### src/rtl/wb_pkg.sv
// Shared widths and the queued-entry type for the write-back queue.
package wb_pkg;
   localparam int WB_DATA_W   = 32;
   localparam int WB_ADDR_W   = 4;
   localparam int WB_NUM_REGS = 16;

   typedef struct packed {
      logic [WB_ADDR_W-1:0] addr;
      logic [WB_DATA_W-1:0] data;
   } wb_entry_t;
endpackage

### src/rtl/wb_fifo.sv
// In-order circular buffer of write-back entries; also exposes every slot in age
// order (index 0 = head) with a valid bit, for the pending-mask and forwarding scans.
module wb_fifo
   import wb_pkg::*;
#(
   parameter  int DEPTH = 4,
   localparam int PTR_W = $clog2(DEPTH),
   localparam int CNT_W = PTR_W + 1
) (
   input  logic             clk_i,
   input  logic             rst_i,
   input  logic             push_i,
   input  logic             pop_i,
   input  wb_entry_t        entry_i,
   output logic [CNT_W-1:0] count_o,
   output logic             full_o,
   output logic             empty_o,
   output logic [DEPTH-1:0] vld_o,
   output wb_entry_t        ent_o [DEPTH]
);

   wb_entry_t        mem_q [DEPTH];
   logic [PTR_W-1:0] rd_ptr_q, rd_ptr_d;
   logic [PTR_W-1:0] wr_ptr_q, wr_ptr_d;
   logic [CNT_W-1:0] count_q, count_d;
   logic             push_ok, pop_ok;

   assign full_o  = (count_q == CNT_W'(DEPTH));
   assign empty_o = (count_q == '0);
   assign count_o = count_q;

   assign push_ok = push_i && !full_o;
   assign pop_ok  = pop_i && !empty_o;

   always_comb begin
      rd_ptr_d = rd_ptr_q;
      wr_ptr_d = wr_ptr_q;
      count_d  = count_q;
      if (push_ok) wr_ptr_d = wr_ptr_q + 1'b1;
      if (pop_ok)  rd_ptr_d = rd_ptr_q + 1'b1;
      case ({push_ok, pop_ok})
         2'b10:   count_d = count_q + 1'b1;
         2'b01:   count_d = count_q - 1'b1;
         default: count_d = count_q;
      endcase
   end

   always_ff @(posedge clk_i) begin
      if (rst_i) begin
         rd_ptr_q <= '0;
         wr_ptr_q <= '0;
         count_q  <= '0;
      end else begin
         rd_ptr_q <= rd_ptr_d;
         wr_ptr_q <= wr_ptr_d;
         count_q  <= count_d;
      end
   end

   // Storage needs no reset; slot contents are only trusted through vld_o.
   always_ff @(posedge clk_i) begin
      if (push_ok) mem_q[wr_ptr_q] <= entry_i;
   end

   always_comb begin
      for (int k = 0; k < DEPTH; k++) begin
         ent_o[k] = mem_q[rd_ptr_q + PTR_W'(k)];
         vld_o[k] = (CNT_W'(k) < count_q);
      end
   end

endmodule

### src/rtl/writeback_queue.sv
// Write-back queue in front of the 16x32 register file: FIFO, registered write port,
// pending-write mask. Define WB_FWD_EN to build the forwarding compare logic.
module writeback_queue
   import wb_pkg::*;
#(
   parameter int DEPTH  = 4,
   parameter int DATA_W = WB_DATA_W,
   parameter int ADDR_W = WB_ADDR_W
) (
   input  logic                   CLK,
   input  logic                   RESET,
   input  logic                   ex_valid,
   output logic                   ex_ready,
   input  logic [ADDR_W-1:0]      ex_waddr,
   input  logic [DATA_W-1:0]      ex_data,
   input  logic                   wb_hold,
   output logic                   RegWr,
   output logic [ADDR_W-1:0]      Waddr,
   output logic [DATA_W-1:0]      Writedata,
   output logic [WB_NUM_REGS-1:0] pend,
   output logic                   busy,
   input  logic [ADDR_W-1:0]      q_addr1,
   input  logic [ADDR_W-1:0]      q_addr2,
   output logic                   fwd_hit1,
   output logic                   fwd_hit2,
   output logic [DATA_W-1:0]      fwd_data1,
   output logic [DATA_W-1:0]      fwd_data2
);

   localparam int CNT_W = $clog2(DEPTH) + 1;

   wb_entry_t        in_entry;
   wb_entry_t        ent [DEPTH];
   logic [DEPTH-1:0] vld;
   logic [CNT_W-1:0] fifo_count;
   logic             fifo_full, fifo_empty;
   logic             push, pop;

   logic              reg_wr_q, reg_wr_d;
   logic [ADDR_W-1:0] waddr_q, waddr_d;
   logic [DATA_W-1:0] wdata_q, wdata_d;

   assign in_entry.addr = ex_waddr;
   assign in_entry.data = ex_data;

   assign ex_ready = !fifo_full;
   assign push     = ex_valid && ex_ready;
   assign pop      = !fifo_empty && !wb_hold;

   wb_fifo #(.DEPTH(DEPTH)) u_fifo (
      .clk_i   (CLK),
      .rst_i   (RESET),
      .push_i  (push),
      .pop_i   (pop),
      .entry_i (in_entry),
      .count_o (fifo_count),
      .full_o  (fifo_full),
      .empty_o (fifo_empty),
      .vld_o   (vld),
      .ent_o   (ent)
   );

   always_comb begin
      reg_wr_d = pop;
      waddr_d  = waddr_q;
      wdata_d  = wdata_q;
      if (pop) begin
         waddr_d = ent[0].addr;
         wdata_d = ent[0].data;
      end
   end

   always_ff @(posedge CLK) begin
      if (RESET) begin
         reg_wr_q <= 1'b0;
         waddr_q  <= '0;
         wdata_q  <= '0;
      end else begin
         reg_wr_q <= reg_wr_d;
         waddr_q  <= waddr_d;
         wdata_q  <= wdata_d;
      end
   end

   assign RegWr     = reg_wr_q;
   assign Waddr     = waddr_q;
   assign Writedata = wdata_q;
   assign busy      = (fifo_count != '0) || reg_wr_q;

   // The issuing write still counts as pending: the file only updates at negedge.
   always_comb begin
      pend = '0;
      for (int k = 0; k < DEPTH; k++) begin
         if (vld[k]) pend[ent[k].addr] = 1'b1;
      end
      if (reg_wr_q) pend[waddr_q] = 1'b1;
   end

`ifdef WB_FWD_EN
   // Output stage is the oldest value; later (younger) FIFO matches override it.
   always_comb begin
      fwd_hit1  = 1'b0;
      fwd_data1 = '0;
      fwd_hit2  = 1'b0;
      fwd_data2 = '0;
      if (reg_wr_q && waddr_q == q_addr1) begin
         fwd_hit1  = 1'b1;
         fwd_data1 = wdata_q;
      end
      if (reg_wr_q && waddr_q == q_addr2) begin
         fwd_hit2  = 1'b1;
         fwd_data2 = wdata_q;
      end
      for (int k = 0; k < DEPTH; k++) begin
         if (vld[k] && ent[k].addr == q_addr1) begin
            fwd_hit1  = 1'b1;
            fwd_data1 = ent[k].data;
         end
         if (vld[k] && ent[k].addr == q_addr2) begin
            fwd_hit2  = 1'b1;
            fwd_data2 = ent[k].data;
         end
      end
   end
`else
   logic unused_q_addr;
   assign unused_q_addr = ^{q_addr1, q_addr2};
   assign fwd_hit1  = 1'b0;
   assign fwd_hit2  = 1'b0;
   assign fwd_data1 = '0;
   assign fwd_data2 = '0;
`endif

endmodule

### config.mk
export PLATFORM = sky130hd
export DESIGN_NAME = writeback_queue
export DESIGN_NICKNAME = d
export VERILOG_FILES = /design/src/rtl/wb_pkg.sv /design/src/rtl/wb_fifo.sv /design/src/rtl/writeback_queue.sv
export SDC_FILE = /design/constraint.sdc
export NUM_CORES = 1
export LEC_CHECK = 0
export ABC_AREA = 1
export BUFFER_PORTS_ARGS = -buffer_cell sky130_fd_sc_hd__buf_2
export CORE_UTILIZATION = 26
export CTS_CLUSTER_DIAMETER = 80
export DETAILED_ROUTE_END_ITERATION = 8
export GPL_TIMING_DRIVEN = 1
export HOLD_SLACK_MARGIN = 0.08
export PLACE_DENSITY = 0.41
export SETUP_SLACK_MARGIN = 0.02
export SYNTH_ARGS = -nofsm -noshare
export SYNTH_HDL_FRONTEND = slang
export SYNTH_SLANG_ARGS = --single-unit
### constraint.sdc
create_clock -name CLK -period 4.41 [get_ports CLK]
set_clock_uncertainty 0.05 [all_clocks]
set_input_delay 0.6615 -clock CLK [delete_from_list [all_inputs] [get_ports CLK]]
set_output_delay 0.6615 -clock CLK [all_outputs]
set_load 0.01 [all_outputs]
### Word-level counts from Yosys, hierarchy flattened

Memories as Yosys holds them, arrays and structs flattened. A register that Yosys moved wholly into a read port is not among the register bits.
Index checks and enable logic that the tools add are counted.

* add/subtract/negate cells: 6
* magnitude comparators: 14
* equality and inequality tests: 3
* multiplexer cells: 20
* bitwise operators: 4
* reduce and logical (&&, ||, !) cells: 16

Operator list (number)
* two-way mux 16 bit: 5
* OR 16 bit: 4
* < comparator 4 x 5 -> 1 bit, second input constant: 5
* demux 1 bit (select 4 bit): 5
* >= comparator 4 x 1 -> 1 bit, second input constant: 5
* logical AND 1 bit: 9
* two-way mux 1 bit: 7
* < comparator 1 x 3 -> 1 bit, first input constant: 2
* < comparator 2 x 3 -> 1 bit, first input constant: 2
* one-hot mux 3 bit (2 select lines): 1
* adder 2 x 1 -> 2 bit, second input constant: 2
* adder 2 bit, second input constant: 2
* two-way mux 2 bit: 2
* adder 3 x 1 -> 3 bit, second input constant: 1
* == test 3 bit, second input constant: 1
* zero test 1 bit: 3
* zero test 3 bit: 1
* nonzero test 3 bit: 1
* subtractor 3 x 1 -> 3 bit, second input constant: 1
* == test 2 x 1 -> 1 bit, second input constant: 1
* == test 2 bit, second input constant: 1
* nonzero test 2 bit: 1
* logical OR 1 bit: 1

* register bits after elaboration: 44
* bits in writable memories: 144
* word-level logic and storage cells: 70
* memories kept: 1

Memory list
* u_fifo.mem_q: words 4, width 36, rd ports 4, clocked after memory_dff 1, wr ports 1, RTL line wb_fifo.sv:22 `wb_entry_t mem_q [DEPTH];`

### Depth between registers and ports, before layout

Gate-level depths: netlist (run 1).
An unclocked memory read counts as a cell.

* depth in word-level cells: 14
* gate-level depth with buffers: 11
* gate-level depth less buffers: 10

### Hierarchy

A second synthesis (run 1) with hierarchy kept.

* cells, all modules: 1430
* area total of the unflattened synthesis: 11061.9 µm²

Modules (own cells, without submodules)
* wb_fifo: instances 1, cells each 985, area an instance 8350.5 µm²
* writeback_queue: instances 1, cells each 445, area an instance 2711.4 µm²

### Least setup slack after synthesis (run 1)

Ideal clock, no wire load.

* path kind: flip-flop to flip-flop
* start point: reg u_fifo.count_q[0] (netlist: u_fifo.count_o[0])
* end point: mem u_fifo.mem_q[0][0] (netlist bit), enable pin
* arrival: 2481 ps
* data required time: 3931 ps
* slack: 1450 ps
* cell stages (with the launch flop): 6
* buffers on the path: 0
* period minus slack after synthesis: 2960 ps
* cell sequence: dfxtp_1 inv_1 ha_1 nand2_1 nand2_1 nor2_1

* word-level cells in the longest chain between the ends: 6

RTL lines
* start, declared: RTL line wb_fifo.sv:25 `logic [CNT_W-1:0] count_q, count_d;`
* start signal, assigned: RTL line wb_fifo.sv:56 `count_q <= count_d;`
* == test 3 bit (*): RTL line wb_fifo.sv:28 `assign full_o = (count_q == CNT_W'(DEPTH));`
* zero test 1 bit (*): RTL line writeback_queue.sv:46 `assign ex_ready = !fifo_full;`
* named net ex_ready: RTL line writeback_queue.sv:13 `output logic ex_ready,`
* logical AND 1 bit: RTL line writeback_queue.sv:47 `assign push = ex_valid && ex_ready;`
* logical AND 1 bit (*): RTL line wb_fifo.sv:32 `assign push_ok = push_i && !full_o;`
* two-way mux 1 bit (*): RTL line wb_fifo.sv:62 `if (push_ok) mem_q[wr_ptr_q] <= entry_i;`
* two-way mux 1 bit (not written as such) (*): RTL line wb_fifo.sv:62
* end, declared: RTL line wb_fifo.sv:22

Mark *: on every way through the listed nets, which the timed path passes. The rest lies on a longest branch.

==> results of run 1 <==
==> state kept, by name, indices dropped and copies added (netlist names), named ones only <==
register,count
u_fifo.rd_ptr_q,2
Writedata,32
u_fifo.mem_q,144
u_fifo.count_o,3
RegWr,1
Waddr,4
u_fifo.wr_ptr_q,2
==> final cells by class <==
type,count,area share
flip-flops and latches,190,0.503
multi-input cells,702,0.304
well taps,455,0.0546
repair buffers,108,0.0552
clock buffers,17,0.0408
inverters,70,0.0257
clock inverters,15,0.0168
==> final timing paths <==
check / cells after the start / end / slack [ns] / start
hold / removal: 1 / u_fifo.mem_q[3][24]$_DFFE_PP_ / 0.39 / ex_data[24]
setup reg to reg: 6 / u_fifo.mem_q[2][26]$_DFFE_PP_ / 1.76 / u_fifo.count_o[0]$_SDFFE_PP0P_
hold reg to reg: 2 / u_fifo.wr_ptr_q[1]$_SDFFE_PP0P_ / 0.49 / u_fifo.wr_ptr_q[1]$_SDFFE_PP0P_
setup / recovery: 10 / pend[11] / 1.26 / flop
==> Yosys cell counts, types with 10 or more instances <==
cell / instances / share of area
sky130_fd_sc_hd__buf_4: 67 / 0.055
sky130_fd_sc_hd__inv_1: 64 / 0.026
sky130_fd_sc_hd__edfxtp_1: 144 / 0.47
sky130_fd_sc_hd__buf_6: 12 / 0.015
sky130_fd_sc_hd__a21oi_1: 13 / 0.0071
sky130_fd_sc_hd__o21ai_0: 80 / 0.044
sky130_fd_sc_hd__nor2_1: 229 / 0.094
sky130_fd_sc_hd__nand2_1: 175 / 0.072
sky130_fd_sc_hd__o22ai_1: 32 / 0.022
sky130_fd_sc_hd__o21ai_1: 35 / 0.019
sky130_fd_sc_hd__nand3_1: 34 / 0.019
sky130_fd_sc_hd__clkbuf_1: 14 / 0.0057
sky130_fd_sc_hd__dfxtp_1: 46 / 0.10
sky130_fd_sc_hd__buf_2: 10 / 0.0055
==> metal layers <==
layer  vias up  GRT usage  part of all wire
met5         -          0           0.00095
met4         4     0.0335            0.0099
met3        16     0.0242             0.034
met2       141      0.230              0.50
met1      3046      0.164              0.46
li1       3361          -                 -
==> stage by stage <==
| step | area [um^2] | instances | worst slack, ns | hold slack [ns] |
|---|---|---|---|---|
| 2_1_floorplan | 9400 | 1070 | 1.45 | 0.440 |
| 6_report | 10400 | 1557 | 1.26 | 0.395 |
| 4_1_cts | 10400 | 1557 | 1.16 | 0.379 |
| 3_5_place_dp | 9820 | 1525 | 1.63 | 0.480 |
| 3_3_place_gp | 9820 | 1525 | 1.64 | 0.471 |
| 5_1_grt | 10400 | 1557 | 1.02 | 0.381 |
==> worst max-delay path, stage by stage (launching register included) <==
cell and delay [ns]:
sky130_fd_sc_hd__dfxtp_1 0.32, sky130_fd_sc_hd__inv_2 0.56, sky130_fd_sc_hd__nand3_1 0.27, sky130_fd_sc_hd__nand2_1 0.16
sky130_fd_sc_hd__nand2_1 0.07, sky130_fd_sc_hd__nor2_1 0.25, sky130_fd_sc_hd__nand2_1 0.09, sky130_fd_sc_hd__nand2_1 0.08
sky130_fd_sc_hd__nor2_1 0.05, sky130_fd_sc_hd__nand2_1 0.05, sky130_fd_sc_hd__buf_2 0.12
==> cell families after synthesis <==
logic type                 share of synthesized area
xor gates and xnor gates                    0.000957
and+or+nand+nor                                0.203
adders and majority gates                     0.0109
DFF                                            0.573
AOI/OAI and AO/OA                             0.0995
buffers and inverters                          0.112
other                                       0.000409
==> layout by cell type (no fill, tap or decap) <==
cell	instances
sky130_fd_sc_hd__dfxtp_2	1
sky130_fd_sc_hd__ha_1	8
sky130_fd_sc_hd__bufinv_16	2
sky130_fd_sc_hd__o21ai_1	35
sky130_fd_sc_hd__nand3b_1	1
sky130_fd_sc_hd__edfxtp_1	144
sky130_fd_sc_hd__xor2_1	1
sky130_fd_sc_hd__inv_8	3
sky130_fd_sc_hd__a21oi_4	1
sky130_fd_sc_hd__clkbuf_16	17
sky130_fd_sc_hd__inv_6	4
sky130_fd_sc_hd__conb_1	66
sky130_fd_sc_hd__nand3_2	8
sky130_fd_sc_hd__buf_2	94
sky130_fd_sc_hd__inv_1	64
sky130_fd_sc_hd__a21oi_1	13
sky130_fd_sc_hd__buf_4	14
sky130_fd_sc_hd__a21oi_2	2
sky130_fd_sc_hd__clkinv_4	2
sky130_fd_sc_hd__dfxtp_1	45
sky130_fd_sc_hd__o21ai_2	5
sky130_fd_sc_hd__nand2_2	8
sky130_fd_sc_hd__nand2_1	175
sky130_fd_sc_hd__nor2_4	4
sky130_fd_sc_hd__nand3_1	34
sky130_fd_sc_hd__o22ai_1	32
sky130_fd_sc_hd__clkinvlp_4	5
sky130_fd_sc_hd__o21ai_0	80
sky130_fd_sc_hd__nor2_1	225
sky130_fd_sc_hd__nand2_4	2
sky130_fd_sc_hd__inv_2	5
sky130_fd_sc_hd__nor2_2	2
==> power breakdown <==
part | internal (mW) | switching, mW
sequential | 2.18 | 0.138
combinational | 0.622 | 1.49
clock | 0.854 | 0.710
==> results.txt, run 1 <==
----------------------------------------------------
[Timing]
  Max transition margin ... 0.409
  Minimum period implied by the final worst setup slack ... 3.15 ns
  Highest achievable clock rate ... 0.317 GHz
  Final period util ... 0.714
  Final total negative setup slack ... 0 ns
  Slew at the pin closest to its max-slew limit ... 0.886 ns
  RSZ-0062 raised after global routing ... no
  Total of endpoints with negative setup slack in the final report ... 0
  Final Max Slew Viols ... 0
  Hold Fails Final Rpt ... 0

[Logic synthesis]
  Synthesized instance count ... 1,005
  Number of warnings issued by yosys ... 0
  Post-synth EDFFs ... 144
  Syn avg cell area ... 9.11 um^2
  Share of async-settable or async-resettable flops after synthesis ... 0
  Number of distinct library cells after synthesis ... 28
  Dominant register cell in the synthesized netlist ... sky130_fd_sc_hd__edfxtp_1
  Number of register bits inferred by synthesis ... 190
  Share of the yosys chip area belonging to registers ... 0.573
  Post-synth design cell area ... 9160 um^2

[Cells and area]
  Count of fill cells added during filler insertion ... 3,659
  Layout net count ... 1,145
  Growth of design area from synthesis to finish ... 13.8%
  Count of inserted antenna diode cells ... 0
  Storage element area ... 5250 um^2
  Fraction of layout instances using a drive strength above 1 ... 0.162
  Multi-input logic area ... 3160 um^2
  Utilization after layout ... 0.301

[Setup path]
  Type of element capturing the critical path ... output port
  Critical path class ... flop to output port
  Critical path data required time ... 3.70 ns
  Arrival time at the worst endpoint ... 2.44 ns
  Nature of the critical path startpoint ... flop
  Top fanout value on the critical path ... 36

[Floorplanning]
  Die Ht ... 190 um
  Num ports ... 169
  Core region area ... 34,600 um^2
  Number of placement rows ... 68
  Initial core utilization ... 0.264
  Area of the die ... 36,000 um^2
  Die width ... 190 um

[Pwr]
  Cell leakage power ... 4.44 nW
  Power density relative to cell area ... 574 nW/um^2
  Overall power consumption ... 5.99 mW
  Maximum vdd drop ... 0.249 mV

[Clocking]
  Worst-path clk slew ... 0.07 ns
  Worst-case clock buffer depth ... 2
  Hold-fix buffers, CTS ... 0
  Clock latency at the later pin of the worst-skew pair ... 0.43 ns
  Master cell of the clock root buffer ... sky130_fd_sc_hd__clkbuf_16
  TritonCTS clock tree ... built
  Resize count post-CTS ... 0
  H-Tree Level Count ... 4
  Number of clock sinks seen by CTS ... 190
  TritonCTS buffer count ... 17
  Number of buffers added for setup after CTS ... 0

[Global routing]
  Via count of the first global-routing pass ... 6,108
  Aggregate global-route resource usage ... 0.131
  Pin count of the biggest net entering global routing ... 65
  Aggregate global routing overflow ... 0
  First-pass GRT wire length ... 35.5 mm
  Initial antenna violation count ... 2

[Routing]
  Antenna-violating nets left ... 0
  Total number of vias ... 6,568
  Wirelength, routed ... 23.1 mm
  Ratio of routed vias to standard cells ... 4.22
  DRC violations left ... 0
  Per-cell routed wire length ... 14.8 um
  First-iteration detailed-routing DRC count ... 362
  1st-pass router iterations ... 4

[Status]
  Status ... finished, final reports clean

[Placed design]
  Port Buffer Count ... 94
  Final weighted congestion of routability-driven global placement ... 0.840
  Half-perimeter wire length after detailed placement ... 15.2 mm

[Run]
  Count of maximum capacitance violations ... 0

[Min path]
  Worst min path class ... input port to flop

----------------------------------------------------
Power figures use the tool's default switching activity.
==> run 2: changes to the inputs <==
==> constraint.sdc (replaced) <==
create_clock -name CLK -period 3.04 [get_ports CLK]
set_clock_uncertainty 0.05 [all_clocks]
set_input_delay 0.456 -clock CLK [delete_from_list [all_inputs] [get_ports CLK]]
set_output_delay 0.456 -clock CLK [all_outputs]
set_load 0.01 [all_outputs]
==> run 2 against run 1 <==
First-iteration DRC count fell by 22%. Clock power is 54% higher. Via count decreased by 0.23%. Critical path depth increased by 2. Worst setup slack lost 1.0 ns. Final cell count is 0.19% higher. Hold slack lost 0.21 ns. Utilization grew 0.22 points. Sequential power is 45% higher. Die area did not move. Highest routed layer unchanged.
==> results.txt, run 2 (synthesis results as in run 1) <==
----------------------------------------------------
[Timing]
  Slew at the pin closest to its max-slew limit ... 0.711 ns (was 0.886 ns)
  Total of endpoints with negative setup slack in the final report ... 0 (unchanged)
  Max transition margin ... 0.526 (was 0.409)
  Highest achievable clock rate ... 0.359 GHz
  Minimum period implied by the final worst setup slack ... 2.78 ns
  RSZ-0062 raised after global routing ... no (unchanged)
  Hold Fails Final Rpt ... 0 (unchanged)
  Final total negative setup slack ... 0 ns (unchanged)
  Final Max Slew Viols ... 0 (unchanged)
  Final period util ... 0.916

[Pwr]
  Cell leakage power ... 4.50 nW (was 4.44 nW)
  Maximum vdd drop ... 0.408 mV (was 0.249 mV)
  Overall power consumption ... 8.83 mW (was 5.99 mW)
  Power density relative to cell area ... 841 nW/um^2 (was 574 nW/um^2)

[Clocking]
  TritonCTS clock tree ... built (unchanged)
  Number of clock sinks seen by CTS ... 190 (unchanged)
  H-Tree Level Count ... 4 (unchanged)
  Worst-case clock buffer depth ... 2 (unchanged)
  TritonCTS buffer count ... 17 (unchanged)
  Number of buffers added for setup after CTS ... 0 (unchanged)
  Worst-path clk slew ... 0.08 ns (was 0.07 ns)
  Hold-fix buffers, CTS ... 0 (unchanged)
  Clock latency at the later pin of the worst-skew pair ... 0.43 ns (about the same)
  Master cell of the clock root buffer ... sky130_fd_sc_hd__clkbuf_16 (unchanged)
  Resize count post-CTS ... 0 (unchanged)

[Setup path]
  Cells along the critical path ... buf_4 > inv_2 > nand2_1 > nand2_4 > nand2_1 > nand2_1 > inv_2 > nand3_2 > nor2_1 > nor2_1 > nand2_1 > buf_2 (was inv_2 > nand3_1 > nand2_1 > nand2_1 > nor2_1 > nand2_1 > nand2_1 > nor2_1 > nand2_1 > buf_2)
  Slowest cell on the critical path ... sky130_fd_sc_hd__dfxtp_1 (was sky130_fd_sc_hd__inv_2)
  Largest stage delay, worst path ... 0.31 ns (was 0.56 ns)
  Type of element capturing the critical path ... output port (unchanged)
  Cell repeated most along the worst path ... sky130_fd_sc_hd__nand2_1 (unchanged)
  Critical path class ... flop to output port (unchanged)
  Cell family contributing the most delay on the critical path ... simple AND/OR/NAND/NOR gates (unchanged)
  Nature of the critical path startpoint ... flop (unchanged)
  Arrival time at the worst endpoint ... 2.28 ns (was 2.44 ns)
  Critical path data required time ... 2.53 ns (was 3.70 ns)
  Worst path buffer plus inverter count ... 4 (was 2)
  Top fanout value on the critical path ... 16 (was 36)

[Floorplanning]
  Die width ... 190 um (unchanged)
  Core region area ... 34,600 um^2 (unchanged)
  Num ports ... 169 (unchanged)
  Area of the die ... 36,000 um^2 (unchanged)
  Die Ht ... 190 um (unchanged)
  Initial core utilization ... 0.264 (unchanged)
  Number of placement rows ... 68 (unchanged)

[Min path]
  Worst min path class ... input port to flop (unchanged)

[Routing]
  1st-pass router iterations ... 4 (unchanged)
  Wirelength, routed ... 23.0 mm (was 23.1 mm)
  DRC violations left ... 0 (unchanged)
  Antenna-violating nets left ... 0 (unchanged)
  Per-cell routed wire length ... 14.8 um (about the same)
  Total number of vias ... 6,553 (was 6,568)
  Ratio of routed vias to standard cells ... 4.20 (was 4.22)
  First-iteration detailed-routing DRC count ... 281 (was 362)

[Placed design]
  Port Buffer Count ... 94 (unchanged)
  Half-perimeter wire length after detailed placement ... 15.1 mm (was 15.2 mm)
  Placed inst area ... 9860 um^2 (was 9820 um^2)
  Count of placed standard cells including taps ... 1,528 (was 1,525)
  Final weighted congestion of routability-driven global placement ... 0.837 (was 0.840)

[Cells and area]
  Most frequent standard cell in the layout excluding fill and tap cells ... sky130_fd_sc_hd__nor2_1 (unchanged)
  Final cell area excluding filler cells ... 10,500 um^2 (was 10,400 um^2)
  Growth of design area from synthesis to finish ... 14.7% (was 13.8%)
  Most frequent cells in the layout ... sky130_fd_sc_hd__nor2_1 (225), sky130_fd_sc_hd__nand2_1 (175), sky130_fd_sc_hd__edfxtp_1 (144) (unchanged)
  Fraction of layout instances using a drive strength above 1 ... 0.165 (was 0.162)
  Count of fill cells added during filler insertion ... 3,650 (was 3,659)
  Non-filler cells, final ... 1,560 (was 1,557)
  Layout net count ... 1,148 (was 1,145)
  Largest register by flop count ... u_fifo.mem_q (unchanged)
  Count of inserted antenna diode cells ... 0 (unchanged)
  Flip-flop count of the largest register, all copies and words added ... 144 (unchanged)

[Global routing]
  First-pass GRT wire length ... 35.5 mm (about the same)
  Aggregate global routing overflow ... 0 (unchanged)
  Via count of the first global-routing pass ... 6,058 (was 6,108)
  Pin count of the biggest net entering global routing ... 65 (unchanged)
  Initial antenna violation count ... 5 (was 2)
  Aggregate global-route resource usage ... 0.131 (about the same)

[Run]
  Count of maximum capacitance violations ... 0 (unchanged)

[Status]
  Status ... finished, final reports clean (unchanged)

----------------------------------------------------
==> run 2: cell count changes in the layout (fill, tap and decap cells not counted), sizes merged <==
cell,change
clkinvlp,-5
buf,+3
clkinv,+2
inv,+2
bufinv,+1
==> run 2: per-stage QoR <==
stage | setup WS [ns] | hold WS (ns) | utilization
2_1_floorplan | 0.0800 | 0.440 | -
3_3_place_gp | 0.714 | 0.474 | 0.285
3_5_place_dp | 0.697 | 0.480 | 0.285
4_1_cts | 0.215 | 0.163 | 0.303
5_1_grt | 0.0344 | 0.163 | 0.303
6_report | 0.257 | 0.188 | 0.303
==> run 2: area by class of cell <==
type | count | area, um^2 | share of cell area
clock buffer | 17 | 425 | 0.0405
inverter | 70 | 268 | 0.0255
tap | 455 | 569 | 0.0542
clock inverter | 15 | 218 | 0.0207
multi-input combinational | 702 | 3160 | 0.301
sequential | 190 | 5250 | 0.500
timing repair buffer | 111 | 611 | 0.0581
==> run 2: power by group <==
group	switching (mW)	total (mW)	internal, mW
logic	2.15	3.07	0.917
clock network	1.07	2.41	1.34
registers	0.203	3.36	3.16
total	3.42	8.83	5.42
==> run 2: final timing paths <==
check,start,to,slack (ns),cells past startpoint
min,ex_data[12],u_fifo.mem_q[3][12]$_DFFE_PP_,0.19,1
max reg2reg,u_fifo.count_o[0]$_SDFFE_PP0P_,u_fifo.mem_q[1][24]$_DFFE_PP_,0.77,6
max,u_fifo.rd_ptr_q[0]$_SDFFE_PP0P_,pend[10],0.26,12
min reg2reg,u_fifo.wr_ptr_q[1]$_SDFFE_PP0P_,u_fifo.wr_ptr_q[1]$_SDFFE_PP0P_,0.49,2
==> run 2: metal layers <==
metal | track usage | share of wire | vias up
met5 | 0 | 0.0029 | -
met4 | 0.0335 | 0.012 | 10
met3 | 0.0290 | 0.035 | 30
met2 | 0.226 | 0.50 | 129
met1 | 0.164 | 0.45 | 3022
li1 | - | - | 3362
==> run 3: changes to the inputs <==
--- a/config.mk
+++ b/config.mk
@@ -12,8 +12,8 @@
 export DETAILED_ROUTE_END_ITERATION = 8
 export GPL_TIMING_DRIVEN = 1
 export HOLD_SLACK_MARGIN = 0.08
-export PLACE_DENSITY = 0.41
 export SETUP_SLACK_MARGIN = 0.02
 export SYNTH_ARGS = -nofsm -noshare
 export SYNTH_HDL_FRONTEND = slang
+export SYNTH_HIERARCHICAL = 1
 export SYNTH_SLANG_ARGS = --single-unit
==> run 3 against run 2 <==
Hold slack better by 0.0034 ns. Cell area down 1.6%. Synthesized area down 1.2%. Global-route usage down 0.85 points. Sequential share of layout area up 0.81 points. Combinational power down 3%. Sequential cell count unchanged. Critical endpoint is now pend[0]. Via count up 0.27%.
==> results.txt, run 3 <==
----------------------------------------------------
[Status]
  Status ... finished, final reports clean (unchanged)

[Setup path]
  Type of element capturing the critical path ... output port (unchanged)
  Arrival time at the worst endpoint ... 2.35 ns (was 2.28 ns)
  Cells along the critical path ... buf_4 > or2_2 > o21ai_0 > o21ai_2 > nor2_1 > nand4_1 > nand2_1 > inv_1 > nand2_1 > buf_2 (was buf_4 > inv_2 > nand2_1 > nand2_4 > nand2_1 > nand2_1 > inv_2 > nand3_2 > nor2_1 > nor2_1 > nand2_1 > buf_2)
  Critical path class ... flop to output port (unchanged)
  Critical path data required time ... 2.53 ns (about the same)
  Cell family contributing the most delay on the critical path ... simple AND/OR/NAND/NOR gates (unchanged)
  Cell repeated most along the worst path ... sky130_fd_sc_hd__nand2_1 (unchanged)
  Slowest cell on the critical path ... sky130_fd_sc_hd__dfxtp_1 (unchanged)
  Worst path depth ... 10 (was 12)
  Worst path buffer plus inverter count ... 3 (was 4)
  Reg2reg start ... u_fifo/count_o[0]$_SDFFE_PP0P_ (was u_fifo.count_o[0]$_SDFFE_PP0P_)
  R2r worst-path depth ... 10 (was 6)
  Nature of the critical path startpoint ... flop (unchanged)
  RR Endpoint ... u_fifo/count_o[0]$_SDFFE_PP0P_ (was u_fifo.mem_q[1][24]$_DFFE_PP_)
  Top fanout value on the critical path ... 12 (was 16)
  Largest stage delay, worst path ... 0.37 ns (was 0.31 ns)
  Register-to-register path setup slack ... 0.74 ns (was 0.77 ns)
  Critical Path Start ... u_fifo/rd_ptr_q[0]$_SDFFE_PP0P_ (was u_fifo.rd_ptr_q[0]$_SDFFE_PP0P_)
  Worst setup path end ... pend[0] (was pend[10])

[Global routing]
  Aggregate global routing overflow ... 0 (unchanged)
  Pin count of the biggest net entering global routing ... 51 (was 65)
  Initial antenna violation count ... 4 (was 5)
  Aggregate global-route resource usage ... 0.122 (was 0.131)
  Via count of the first global-routing pass ... 6,096 (was 6,058)
  First-pass GRT wire length ... 33.6 mm (was 35.5 mm)

[Clocking]
  Clock latency at the later pin of the worst-skew pair ... 0.42 ns (was 0.43 ns)
  TritonCTS clock tree ... built (unchanged)
  Master cell of the clock root buffer ... sky130_fd_sc_hd__clkbuf_16 (unchanged)
  H-Tree Level Count ... 4 (unchanged)
  Worst-case clock buffer depth ... 2 (unchanged)
  TritonCTS buffer count ... 17 (unchanged)
  Worst-path clk slew ... 0.07 ns (was 0.08 ns)
  Number of clock sinks seen by CTS ... 190 (unchanged)

[Cells and area]
  Non-filler cells, final ... 1,516 (was 1,560)
  Storage element area ... 5250 um^2 (unchanged)
  Most frequent cells in the layout ... sky130_fd_sc_hd__nor2_1 (171), sky130_fd_sc_hd__nand2_1 (146), sky130_fd_sc_hd__edfxtp_1 (144) (was sky130_fd_sc_hd__nor2_1 (225), sky130_fd_sc_hd__nand2_1 (175), sky130_fd_sc_hd__edfxtp_1 (144))
  Multi-input logic area ... 2960 um^2 (was 3160 um^2)
  Flip-flop count of the largest register, all copies and words added ... 144 (unchanged)
  Final cell area excluding filler cells ... 10,300 um^2 (was 10,500 um^2)
  Count of fill cells added during filler insertion ... 3,520 (was 3,650)
  Largest register by flop count ... u_fifo/mem_q (was u_fifo.mem_q)
  Growth of design area from synthesis to finish ... 14.2% (was 14.7%)
  Fraction of layout instances using a drive strength above 1 ... 0.164 (was 0.165)
  Most frequent standard cell in the layout excluding fill and tap cells ... sky130_fd_sc_hd__nor2_1 (unchanged)
  Layout net count ... 1,110 (was 1,148)

[Routing]
  First-iteration detailed-routing DRC count ... 357 (was 281)
  Wirelength, routed ... 21.4 mm (was 23.0 mm)
  Met1 wire length ... 9.97 mm (was 10.4 mm)
  Met3 wirelength from detailed routing ... 1.06 mm (was 802 um)
  Highest Signal Layer ... met4 (was met5)
  Detailed route wirelength on metal2 ... 10.2 mm (was 11.5 mm)
  Per-cell routed wire length ... 14.1 um (was 14.8 um)
  DRC violations left ... 0 (unchanged)
  Ratio of routed vias to standard cells ... 4.33 (was 4.20)
  Total number of vias ... 6,571 (was 6,553)
  1st-pass router iterations ... 4 (unchanged)
  Antenna-violating nets left ... 0 (unchanged)

[Timing]
  Slew at the pin closest to its max-slew limit ... 0.661 ns (was 0.711 ns)
  Final total negative setup slack ... 0 ns (unchanged)
  Max transition margin ... 0.559 (was 0.526)
  Final Max Slew Viols ... 0 (unchanged)
  Minimum period implied by the final worst setup slack ... 2.85 ns (was 2.78 ns)
  Hold Fails Final Rpt ... 0 (unchanged)
  RSZ-0062 raised after global routing ... no (unchanged)
  Highest achievable clock rate ... 0.351 GHz (was 0.359 GHz)
  Worst slack on hold paths ... 0.191 ns (was 0.188 ns)
  Final period util ... 0.938 (was 0.916)
  Total of endpoints with negative setup slack in the final report ... 0 (unchanged)
  Setup slack of the critical path after layout ... 0.188 ns (was 0.257 ns)

[Placed design]
  Post-Place Worst Slack ... 0.483 ns (was 0.697 ns)
  Port Buffer Count ... 94 (unchanged)
  Placed inst area ... 9690 um^2 (was 9860 um^2)
  Count of placed standard cells including taps ... 1,481 (was 1,528)
  Half-perimeter wire length after detailed placement ... 14.0 mm (was 15.1 mm)
  Final weighted congestion of routability-driven global placement ... 0.883 (was 0.837)

[Run]
  Count of maximum capacitance violations ... 0 (unchanged)

[Floorplanning]
  Area of the die ... 35,600 um^2 (was 36,000 um^2)
  Die Ht ... 189 um (was 190 um)
  Number of placement rows ... 67 (was 68)
  Initial core utilization ... 0.267 (was 0.264)
  Die width ... 189 um (was 190 um)
  Num ports ... 169 (unchanged)
  Core region area ... 33,900 um^2 (was 34,600 um^2)

[Logic synthesis]
  Syn avg cell area ... 9.19 um^2 (was 9.11 um^2)
  Synthesized instance count ... 985 (was 1,005)
  Post-synth design cell area ... 9050 um^2 (was 9160 um^2)
  Number of warnings issued by yosys ... 6 (was 0)

[Min path]
  Worst min path class ... input port to flop (unchanged)

[Pwr]
  Cell leakage power ... 4.17 nW (was 4.50 nW)
  Maximum vdd drop ... 0.378 mV (was 0.408 mV)
  Power density relative to cell area ... 831 nW/um^2 (was 841 nW/um^2)

----------------------------------------------------
-- run 3: worst min path at each step --
| stage | startpoint | end | cells after the start |
|---|---|---|---|
| floorplan | Writedata[27]$_SDFFE_PP0P_ | Writedata[27]$_SDFFE_PP0P_ | 2 |
| global placement | Writedata[20]$_SDFFE_PP0P_ | Writedata[20]$_SDFFE_PP0P_ | 2 |
| detailed placement | Writedata[6]$_SDFFE_PP0P_ | Writedata[6]$_SDFFE_PP0P_ | 2 |
| CTS | ex_data[18] | u_fifo/mem_q[0][18]$_DFFE_PP_ | 1 |
| global route | ex_data[16] | u_fifo/mem_q[2][16]$_DFFE_PP_ | 1 |
| finish | ex_data[18] | u_fifo/mem_q[0][18]$_DFFE_PP_ | 1 |
-- run 3: final cells by class --
| type | count | area share |
|---|---|---|
| antenna | 2 | 0.000484 |
| timing repair buffer | 111 | 0.0627 |
| inverter | 84 | 0.0308 |
| clock buffer | 19 | 0.0438 |
| sequential | 190 | 0.508 |
| tap | 448 | 0.0542 |
| multi-input combinational | 649 | 0.287 |
| clock inverter | 13 | 0.0137 |
-- run 3: metrics by stage --
step / util / power (mW)
floorplan: - / 5.59
global placement: 0.286 / 6.33
detailed placement: 0.286 / 6.38
CTS: 0.304 / 8.63
global route: 0.305 / 9.20
finish: 0.305 / 8.59
-- run 3: per-layer routing --
metal | track usage | vias to the layer above
met5 | 0 | -
li1 | - | 3264
met4 | 0.0335 | 0
met3 | 0.0222 | 9
met1 | 0.161 | 3086
met2 | 0.205 | 212
-- run 3: report_power, final --
group          total (mW)  leakage (nW)  internal [mW]  switching [mW]
clock network        2.22         0.297           1.21            1.01
logic                2.98          2.17          0.902            2.08
registers            3.38          1.70           3.17           0.205
total                8.59          4.17           5.29            3.30
-- run 3: what timing repair did --
action / 4_1_cts / 5_1_grt
endpoints found under the hold margin: 0 / 0
pin swaps: 0 / 0
setup endpoints to repair: 3 / 16
resized for setup: 2 / 11
setup buffers: 0 / 1
hold buffers: 0 / 0
